## src/rtl/rx_frame_sync.sv

```systemverilog
// rx_frame_sync: hunts for the sync word in the demodulated bit stream and
// resolves BPSK polarity. It then deframes a length-prefixed payload into a
// byte stream and checks the trailing XOR checksum.
//
// state     | meaning
// ----------+---------------------------------------------------------------
// S_HUNT    | shifting raw bits, looking for SYNC_WORD or its inverse
// S_LEN     | collecting the 8-bit length byte
// S_PAYLOAD | collecting payload bytes, one output beat per byte
// S_CHK     | collecting the checksum byte, then pulse ok/err and re-hunt
module rx_frame_sync #(
  parameter logic [15:0] SYNC_WORD = 16'hEB90,
  parameter int          MAX_ERR   = 1
) (
  input  logic       clk_16M384,
  input  logic       rst_16M384,
  input  logic       bit_in,
  input  logic       bit_vld,
  output logic [7:0] data_tdata,
  output logic       data_tvalid,
  output logic       data_tlast,
  output logic       data_tuser,
  output logic       locked,
  output logic       inverted,
  output logic       frame_ok,
  output logic       frame_err
);

  typedef enum logic [1:0] {S_HUNT, S_LEN, S_PAYLOAD, S_CHK} state_t;

  localparam logic [4:0] L_MAX_ERR = 5'(MAX_ERR);

  state_t      r_state, w_state_nxt;
  logic [15:0] r_sr, w_sr_nxt;
  logic [4:0]  r_hunt_cnt, w_hunt_cnt_nxt;
  logic        r_pol, w_pol_nxt;
  logic [2:0]  r_bit_cnt, w_bit_cnt_nxt;
  logic [7:0]  r_shift, w_shift_nxt;
  logic [7:0]  r_len, w_len_nxt;
  logic [7:0]  r_byte_cnt, w_byte_cnt_nxt;
  logic [7:0]  r_chk, w_chk_nxt;
  logic [7:0]  r_tdata, w_tdata_nxt;
  logic        r_tvalid, w_tvalid_nxt;
  logic        r_tlast, w_tlast_nxt;
  logic        r_tuser, w_tuser_nxt;
  logic        r_locked, w_locked_nxt;
  logic        r_inverted, w_inverted_nxt;
  logic        r_ok, w_ok_nxt;
  logic        r_err, w_err_nxt;

  logic        w_bit;
  logic [7:0]  w_byte;
  logic [15:0] w_sr_shift;
  logic [4:0]  w_d0, w_d1;
  logic        w_hunt_full;

  function automatic logic [4:0] popcount16(input logic [15:0] v);
    logic [4:0] c;
    c = '0;
    for (int i = 0; i < 16; i++) c = c + {4'b0, v[i]};
    return c;
  endfunction

  // Datapath helpers shared by all states.
  always_comb begin
    w_bit       = bit_in ^ r_pol;
    w_byte      = {r_shift[6:0], w_bit};
    w_sr_shift  = {r_sr[14:0], bit_in};
    w_d0        = popcount16(w_sr_shift ^ SYNC_WORD);
    w_d1        = popcount16(w_sr_shift ^ ~SYNC_WORD);
    // The window only qualifies once it holds 16 bits seen since entering HUNT.
    w_hunt_full = (r_hunt_cnt >= 5'd15);
  end

  // Next-state and next-output logic; only bit_vld cycles advance anything.
  always_comb begin
    w_state_nxt    = r_state;
    w_sr_nxt       = r_sr;
    w_hunt_cnt_nxt = r_hunt_cnt;
    w_pol_nxt      = r_pol;
    w_bit_cnt_nxt  = r_bit_cnt;
    w_shift_nxt    = r_shift;
    w_len_nxt      = r_len;
    w_byte_cnt_nxt = r_byte_cnt;
    w_chk_nxt      = r_chk;
    w_tdata_nxt    = r_tdata;
    w_tvalid_nxt   = 1'b0;
    w_tlast_nxt    = 1'b0;
    w_tuser_nxt    = 1'b0;
    w_locked_nxt   = r_locked;
    w_inverted_nxt = r_inverted;
    w_ok_nxt       = 1'b0;
    w_err_nxt      = 1'b0;

    if (bit_vld) begin
      if (r_state == S_HUNT) begin
        w_sr_nxt = w_sr_shift;
        if (r_hunt_cnt != 5'd16) w_hunt_cnt_nxt = r_hunt_cnt + 5'd1;
        if (w_hunt_full) begin
          // A true-polarity match wins over an inverted one.
          if (w_d0 <= L_MAX_ERR) begin
            w_state_nxt    = S_LEN;
            w_pol_nxt      = 1'b0;
            w_inverted_nxt = 1'b0;
            w_locked_nxt   = 1'b1;
            w_bit_cnt_nxt  = 3'd0;
          end else if (w_d1 <= L_MAX_ERR) begin
            w_state_nxt    = S_LEN;
            w_pol_nxt      = 1'b1;
            w_inverted_nxt = 1'b1;
            w_locked_nxt   = 1'b1;
            w_bit_cnt_nxt  = 3'd0;
          end
        end
      end else begin
        w_shift_nxt   = w_byte;
        w_bit_cnt_nxt = r_bit_cnt + 3'd1;
        if (r_bit_cnt == 3'd7) begin
          case (r_state)
            S_LEN: begin
              w_len_nxt      = w_byte;
              w_chk_nxt      = w_byte;
              w_byte_cnt_nxt = 8'd0;
              w_state_nxt    = (w_byte == 8'd0) ? S_CHK : S_PAYLOAD;
            end
            S_PAYLOAD: begin
              w_chk_nxt      = r_chk ^ w_byte;
              w_byte_cnt_nxt = r_byte_cnt + 8'd1;
              w_tvalid_nxt   = 1'b1;
              w_tdata_nxt    = w_byte;
              w_tuser_nxt    = (r_byte_cnt == 8'd0);
              w_tlast_nxt    = (r_byte_cnt == r_len - 8'd1);
              if (r_byte_cnt == r_len - 8'd1) w_state_nxt = S_CHK;
            end
            S_CHK: begin
              w_ok_nxt       = (w_byte == r_chk);
              w_err_nxt      = (w_byte != r_chk);
              w_locked_nxt   = 1'b0;
              w_state_nxt    = S_HUNT;
              w_sr_nxt       = 16'd0;
              w_hunt_cnt_nxt = 5'd0;
            end
            default: w_state_nxt = S_HUNT;
          endcase
        end
      end
    end
  end

  // State and registered outputs.
  always_ff @(posedge clk_16M384) begin
    if (rst_16M384) begin
      r_state    <= S_HUNT;
      r_sr       <= '0;
      r_hunt_cnt <= '0;
      r_pol      <= 1'b0;
      r_bit_cnt  <= '0;
      r_shift    <= '0;
      r_len      <= '0;
      r_byte_cnt <= '0;
      r_chk      <= '0;
      r_tdata    <= '0;
      r_tvalid   <= 1'b0;
      r_tlast    <= 1'b0;
      r_tuser    <= 1'b0;
      r_locked   <= 1'b0;
      r_inverted <= 1'b0;
      r_ok       <= 1'b0;
      r_err      <= 1'b0;
    end else begin
      r_state    <= w_state_nxt;
      r_sr       <= w_sr_nxt;
      r_hunt_cnt <= w_hunt_cnt_nxt;
      r_pol      <= w_pol_nxt;
      r_bit_cnt  <= w_bit_cnt_nxt;
      r_shift    <= w_shift_nxt;
      r_len      <= w_len_nxt;
      r_byte_cnt <= w_byte_cnt_nxt;
      r_chk      <= w_chk_nxt;
      r_tdata    <= w_tdata_nxt;
      r_tvalid   <= w_tvalid_nxt;
      r_tlast    <= w_tlast_nxt;
      r_tuser    <= w_tuser_nxt;
      r_locked   <= w_locked_nxt;
      r_inverted <= w_inverted_nxt;
      r_ok       <= w_ok_nxt;
      r_err      <= w_err_nxt;
    end
  end

  assign data_tdata  = r_tdata;
  assign data_tvalid = r_tvalid;
  assign data_tlast  = r_tlast;
  assign data_tuser  = r_tuser;
  assign locked      = r_locked;
  assign inverted    = r_inverted;
  assign frame_ok    = r_ok;
  assign frame_err   = r_err;

endmodule

```

## config.mk

```make
export PLATFORM = sky130hd
export DESIGN_NAME = rx_frame_sync
export DESIGN_NICKNAME = d
export VERILOG_FILES = /design/src/rtl/rx_frame_sync.sv
export SDC_FILE = /design/constraint.sdc
export NUM_CORES = 1
export LEC_CHECK = 0
export ABC_AREA = 1
export CORE_MARGIN = 2
export CORE_UTILIZATION = 40
export DETAILED_ROUTE_END_ITERATION = 8
export GPL_TIMING_DRIVEN = 0
export PLACE_DENSITY_LB_ADDON = 0.25
export SYNTH_ARGS = -nofsm -noshare
export SYNTH_HDL_FRONTEND = slang
export SYNTH_SLANG_ARGS = --single-unit
```

## constraint.sdc

```tcl
create_clock -name clk_16M384 -period 13.8 [get_ports clk_16M384]
set_clock_uncertainty 0.1 [all_clocks]
set_input_delay 2.76 -clock clk_16M384 [delete_from_list [all_inputs] [get_ports clk_16M384]]
set_output_delay 2.76 -clock clk_16M384 [all_outputs]
set_load 0.02 [all_outputs]
```

After elaboration in Yosys (flattened, before gate mapping)
Index checks and enable logic that the tools add are counted.

storage, ports and cells
  register bits after elaboration = 71
  bits of input ports = 4
  output and inout bits = 15

cells by class
  add/subtract/negate cells = 34
  order comparisons = 3
  equality and inequality tests = 12
  muxes and demuxes = 29
  bitwise logic cells = 9
  reductions and logical operators = 20

operators with widths
  operator                                                         number
  adder 5 x 1 -> 5 bit                                             22
  two-way mux 15 bit                                               3
  case mux 8 bit (2 select lines)                                  2
  two-way mux 5 bit                                                4
  AND reduction 4 bit                                              5
  equality test 8 bit                                              2
  zero test 8 bit                                                  2
  inverter 8 bit                                                   2
  two-way mux 2 bit                                                6
  two-way mux 3 bit                                                4
  adder 4 x 1 -> 5 bit                                             2
  less-or-equal comparator 5 x 1 -> 1 bit (second input constant)  2
  AND reduction 5 bit                                              2
  OR reduction 5 bit                                               2
  two-way mux 1 bit                                                9
  adder 3 x 1 -> 4 bit                                             2
  adder 8 x 1 -> 8 bit (second input constant)                     1
  != test 8 bit                                                    1
  nonzero test 2 bit                                               4
  subtractor 8 x 1 -> 8 bit (second input constant)                1
  XOR 8 bit                                                        1
  adder 2 x 1 -> 3 bit                                             2
  AND reduction 3 bit                                              2
  adder 5 x 1 -> 5 bit (second input constant)                     1
  17 further kinds                                                 23

Longest topological paths before layout
  depth in word-level cells = 21
  mapped depth = 21
  gate-level depth less buffers = 21

Worst setup path after synthesis
No wires, ideal clock.

  path kind = input -> register
  start = in bit_in
  end = reg r_state[1]
  library setup time = 115 ps
  data arrival time = 6154 ps
  data required time = 13585 ps
  slack = 7431 ps
  stages = 16
  path through = fa_1 > fa_1 > fa_1 > inv_1 > fa_1 > inv_1 > ha_1 > fa_1 > nor3_1 > o211ai_1 > nand2_1 > nand3_1 > nand2_1 > nand3_1 > nand2_1 > nor2_1

between the ends
  word-level cells in the longest chain between the ends = 19
  elaborated cells on any way between the ends = 38
  those cells by class = add/sub (30); order compare (2); eq/ne (1); mux (3); bitwise (1); reduce/logical (1)

ends and longest elaborated chain
  what                                                                             RTL line  source
  from (decl)                                                                      17        input logic bit_in,
  inverter 8 bit (no source line) or adder 1 x 1 -> 2 bit (tied branches)          n/a
  adder 1 x 1 -> 2 bit or adder 2 x 1 -> 3 bit (tied branches)                     60        for (int i = 0; i < 16; i++) c = c + {4'b0, v[i]};
  adder 2 x 1 -> 3 bit or adder 3 x 1 -> 4 bit (tied branches)                     60
  adder 3 x 1 -> 4 bit or adder 4 x 1 -> 5 bit (tied branches)                     60
  adder 4 x 1 -> 5 bit or adder 5 x 1 -> 5 bit (tied branches)                     60
  adder 5 x 1 -> 5 bit (10 in a row)                                               60
  adder 5 x 1 -> 5 bit or less-or-equal comparator 5 x 1 -> 1 bit (tied branches)  60, 101
  less-or-equal comparator 5 x 1 -> 1 bit or two-way mux 2 bit (tied branches)     107, 101
  != test 3 x 1 -> 1 bit (no source line) or two-way mux 2 bit (tied branches)     n/a
  AND reduction 5 bit (no source line) or two-way mux 2 bit (tied branches)        n/a
  to (signal assigned)                                                             171       r_state <= w_state_nxt;
  to (decl)                                                                        33        state_t r_state, w_state_nxt;

Parallel ways exist; a longest one is shown, timed or not. The select of a mux whose other input is x is not followed.
A chain may end at the register's enable or synchronous reset.

Worst setup path after layout
  start = in bit_in
  end = reg r_state[0]

The elaborated chain is that of the path after synthesis.

==> results.yml <==
synth:
  synth_cell_types: 35
  avgSynthCellArea_um2: 7.89
  syn_nets: 568
  synth.top_cell.area_share_pct: 34.5
  syn-cell-area_mm2: 0.00412
  synth_area_leaders: "dfxtp_1 35%, fa_1 9.7%, nand2_1 7.7%, inv_1 7.4%, ha_1 6.7%"
  synth_cells: 522
  yosys_warnings: 0
  synth_top_cell_by_area: "dfxtp_1"
  yosysSeqAreaShare_pct: 34.5
  ys_ff_latch: 71
layout:
  layout.nets: 596
  final_cell_mix: "85 x nand2_1, 81 x inv_1, 71 x dfxtp_1, 54 x a21oi_1, 37 x nor2_1"
  final_cell_count_no_fill: 691
  antenna_cells: 0
  layout_commonest_cell: "nand2_1"
  area_growth_pct: 13.4
  drive_gt1_share_pct: 8.65
  final_area_mm2: 0.00467
placed_design:
  io_buffers: 17
  hpwl_um: 7030
  post_dp_cell_area_mm2: 0.00446
  gp_congestion: 0.823
  dp_cells: 675
route:
  vias: 3403
  met1_length_um: 4310
  wl_met3_um: 316
  dr.first_iter.drc_count: 142
  via_per_inst: 4.92
  wl_per_cell_um: 13.0
  met2_length_um: 4240
  first_pass_iters: 4
  detail-route-antenna-nets: 0
  topRoutingLayerUsed: "met4"
  drt-total-wl_um: 9010
  drt_drc_violations_left: 0
global_route:
  grt_start_max_net_pins: 13
  antenna_found_initial: 0
  grt_pass1_wl_um: 15600
  grt_pass1_vias: 3353
  grt_util_all_layers_pct: 17.4
  gr-total-overflow: 0
worst_setup_path:
  crit_chain: "clkdlybuf4s50_1 > fa_1 > fa_1 > fa_1 > inv_1 > fa_1 > inv_1 > ha_1 > fa_1 > nor3_1 > o211ai_1 > nand2_1 > nand3_1 > nand2_1 > nand3_1 > nand2_1 > nor2_1"
  critPathSlowestCell: "fa_1"
  crit_fanout: 4
  cp.required_ps: 13940
  max_stage_delay_ps: 610
  end_kind: "register"
  critPathLaunch: "bit_in"
  crit_top_cell: "fa_1"
  cp_data_arrival_time_ps: 7030
  r2r_start: "r_sr[5]"
  cp-start-kind: "input pin"
  crit_type: "in2reg"
status:
  outcome: "complete, no violations"
sta:
  slew_violations: 0
  whs_ps: 364
  hold_viol_final: 0
  setup_viol_count_final: 0
  finalCritPeriodShare_pct: 50.0
  max_freq_mhz: 145
  worstMarginPinSlew_ps: 681
  fin_crit_ps: 6890
  tns_ps: 0
  rsz0062_at_grt: "no"
  max_slew_margin_pct: 54.3
floorplan:
  rows: 37
  die-area_mm2: 0.0111
  num_io_pins: 19
  die_h_um: 105
  die_w_um: 105
  coreArea_mm2: 0.0101
  start_util_pct: 40.6
cts:
  clock-sinks: 71
  numCtsBuffers: 9
  post_cts_buffers: 0
  hold_buffers: 0
  insertion_delay_ps: 350
  cts.repair.resized: 0
  cts_tree: "yes"
  path_clk_slew_ps: 80
  cts_root_buffer: "clkbuf_8"
  clk_path_buf_depth: 2
  htreeDepth: 3
hold_path:
  hold_path_startpoint: "data_tdata[1]"
  hold_class: "reg2reg"
pwr:
  powerDensity_mw_per_mm2: 234
  ir_worst_vdd_uv: 176
  leakagePower_nw: 1.99
  power_mw: 1.09
flow_run:
  drv_cap: 0
cell families after synthesis:
logic type / count (synthesis) / share of synthesized area, %
AND/OR/NAND/NOR: 180 / 20.4
AO/OA/AOI/OAI: 110 / 15.2
buffers and inverters: 105 / 10.4
flip-flops: 71 / 34.5
adder cells (fa/ha/maj): 42 / 16.4
XOR/XNOR: 14 / 2.98
cell usage after synthesis (all sizes together):
cell,count
buf,7
a21oi,54
inv,88
nand3,23
o21ai,30
ha,22
dfxtp,71
xnor2,11
nor3,15
fa,20
nand2,90
nor3b,3
o41ai,1
nor2,43
o211ai,3
a211oi,18
xor2,3
a22oi,3
o21a,1
nand4,6
clkbuf,8
clkinv,2
routing by layer:
metal / track usage (%) / vias up
met2: 28.2 / 53
li1: - / 1746
met4: 5.43 / 0
met5: 0 / -
met3: 3.77 / 14
met1: 23.2 / 1590
worst max-delay path: cells and delay by family:
family | cells | cell delay [ps]
buffers and inverters | 3 | 630
adder cells (fa/ha/maj) | 6 | 2690
AO/OA/AOI/OAI | 1 | 140
AND/OR/NAND/NOR | 7 | 790
path summary, 6_finish.rpt:
kind / end / slack, ps / cells past startpoint
worst max-delay path: r_state[0] / 6910 / 17
worst min-delay path: data_tdata[1] / 360 / 2
worst max register to register: r_state[0] / 9420 / 18
worst min register to register: data_tdata[1] / 360 / 2
per-stage QoR:
stage / setup WS, ps / utilization [%]
5_1_grt: 6690 / 46.1
3_5_place_dp: 6540 / 44.0
6_report: 6910 / 46.1
4_1_cts: 6890 / 46.1
2_1_floorplan: 7430 / -
3_3_place_gp: 6590 / 44.0
report_power, final:
part,internal (mW),leakage (nW),switching (mW)
clock network,0.101,0.102,0.0774
registers,0.236,0.576,0.0276
logic,0.260,1.31,0.393
total,0.597,1.99,0.498
flip-flops by register name, summed over array words and instances (netlist names), 2 cells and up:
| signal | cells |
|---|---|
| r_shift | 7 |
| r_hunt_cnt | 5 |
| r_state | 2 |
| r_len | 8 |
| r_sr | 15 |
| r_bit_cnt | 3 |
| r_chk | 8 |
| r_byte_cnt | 8 |
| data_tdata | 8 |
final cells by class:
class / instances / area (µm²)
fillers: 1048 / 5470
plain buffers: 15 / 88.8
multi-input cells: 346 / 2270
inverters: 90 / 340
flip-flops and latches: 71 / 1420
repair buffers: 17 / 170
clock inverters: 6 / 85.1
clock buffers: 10 / 128
well taps: 136 / 170
(Power assumes the default switching activity.)
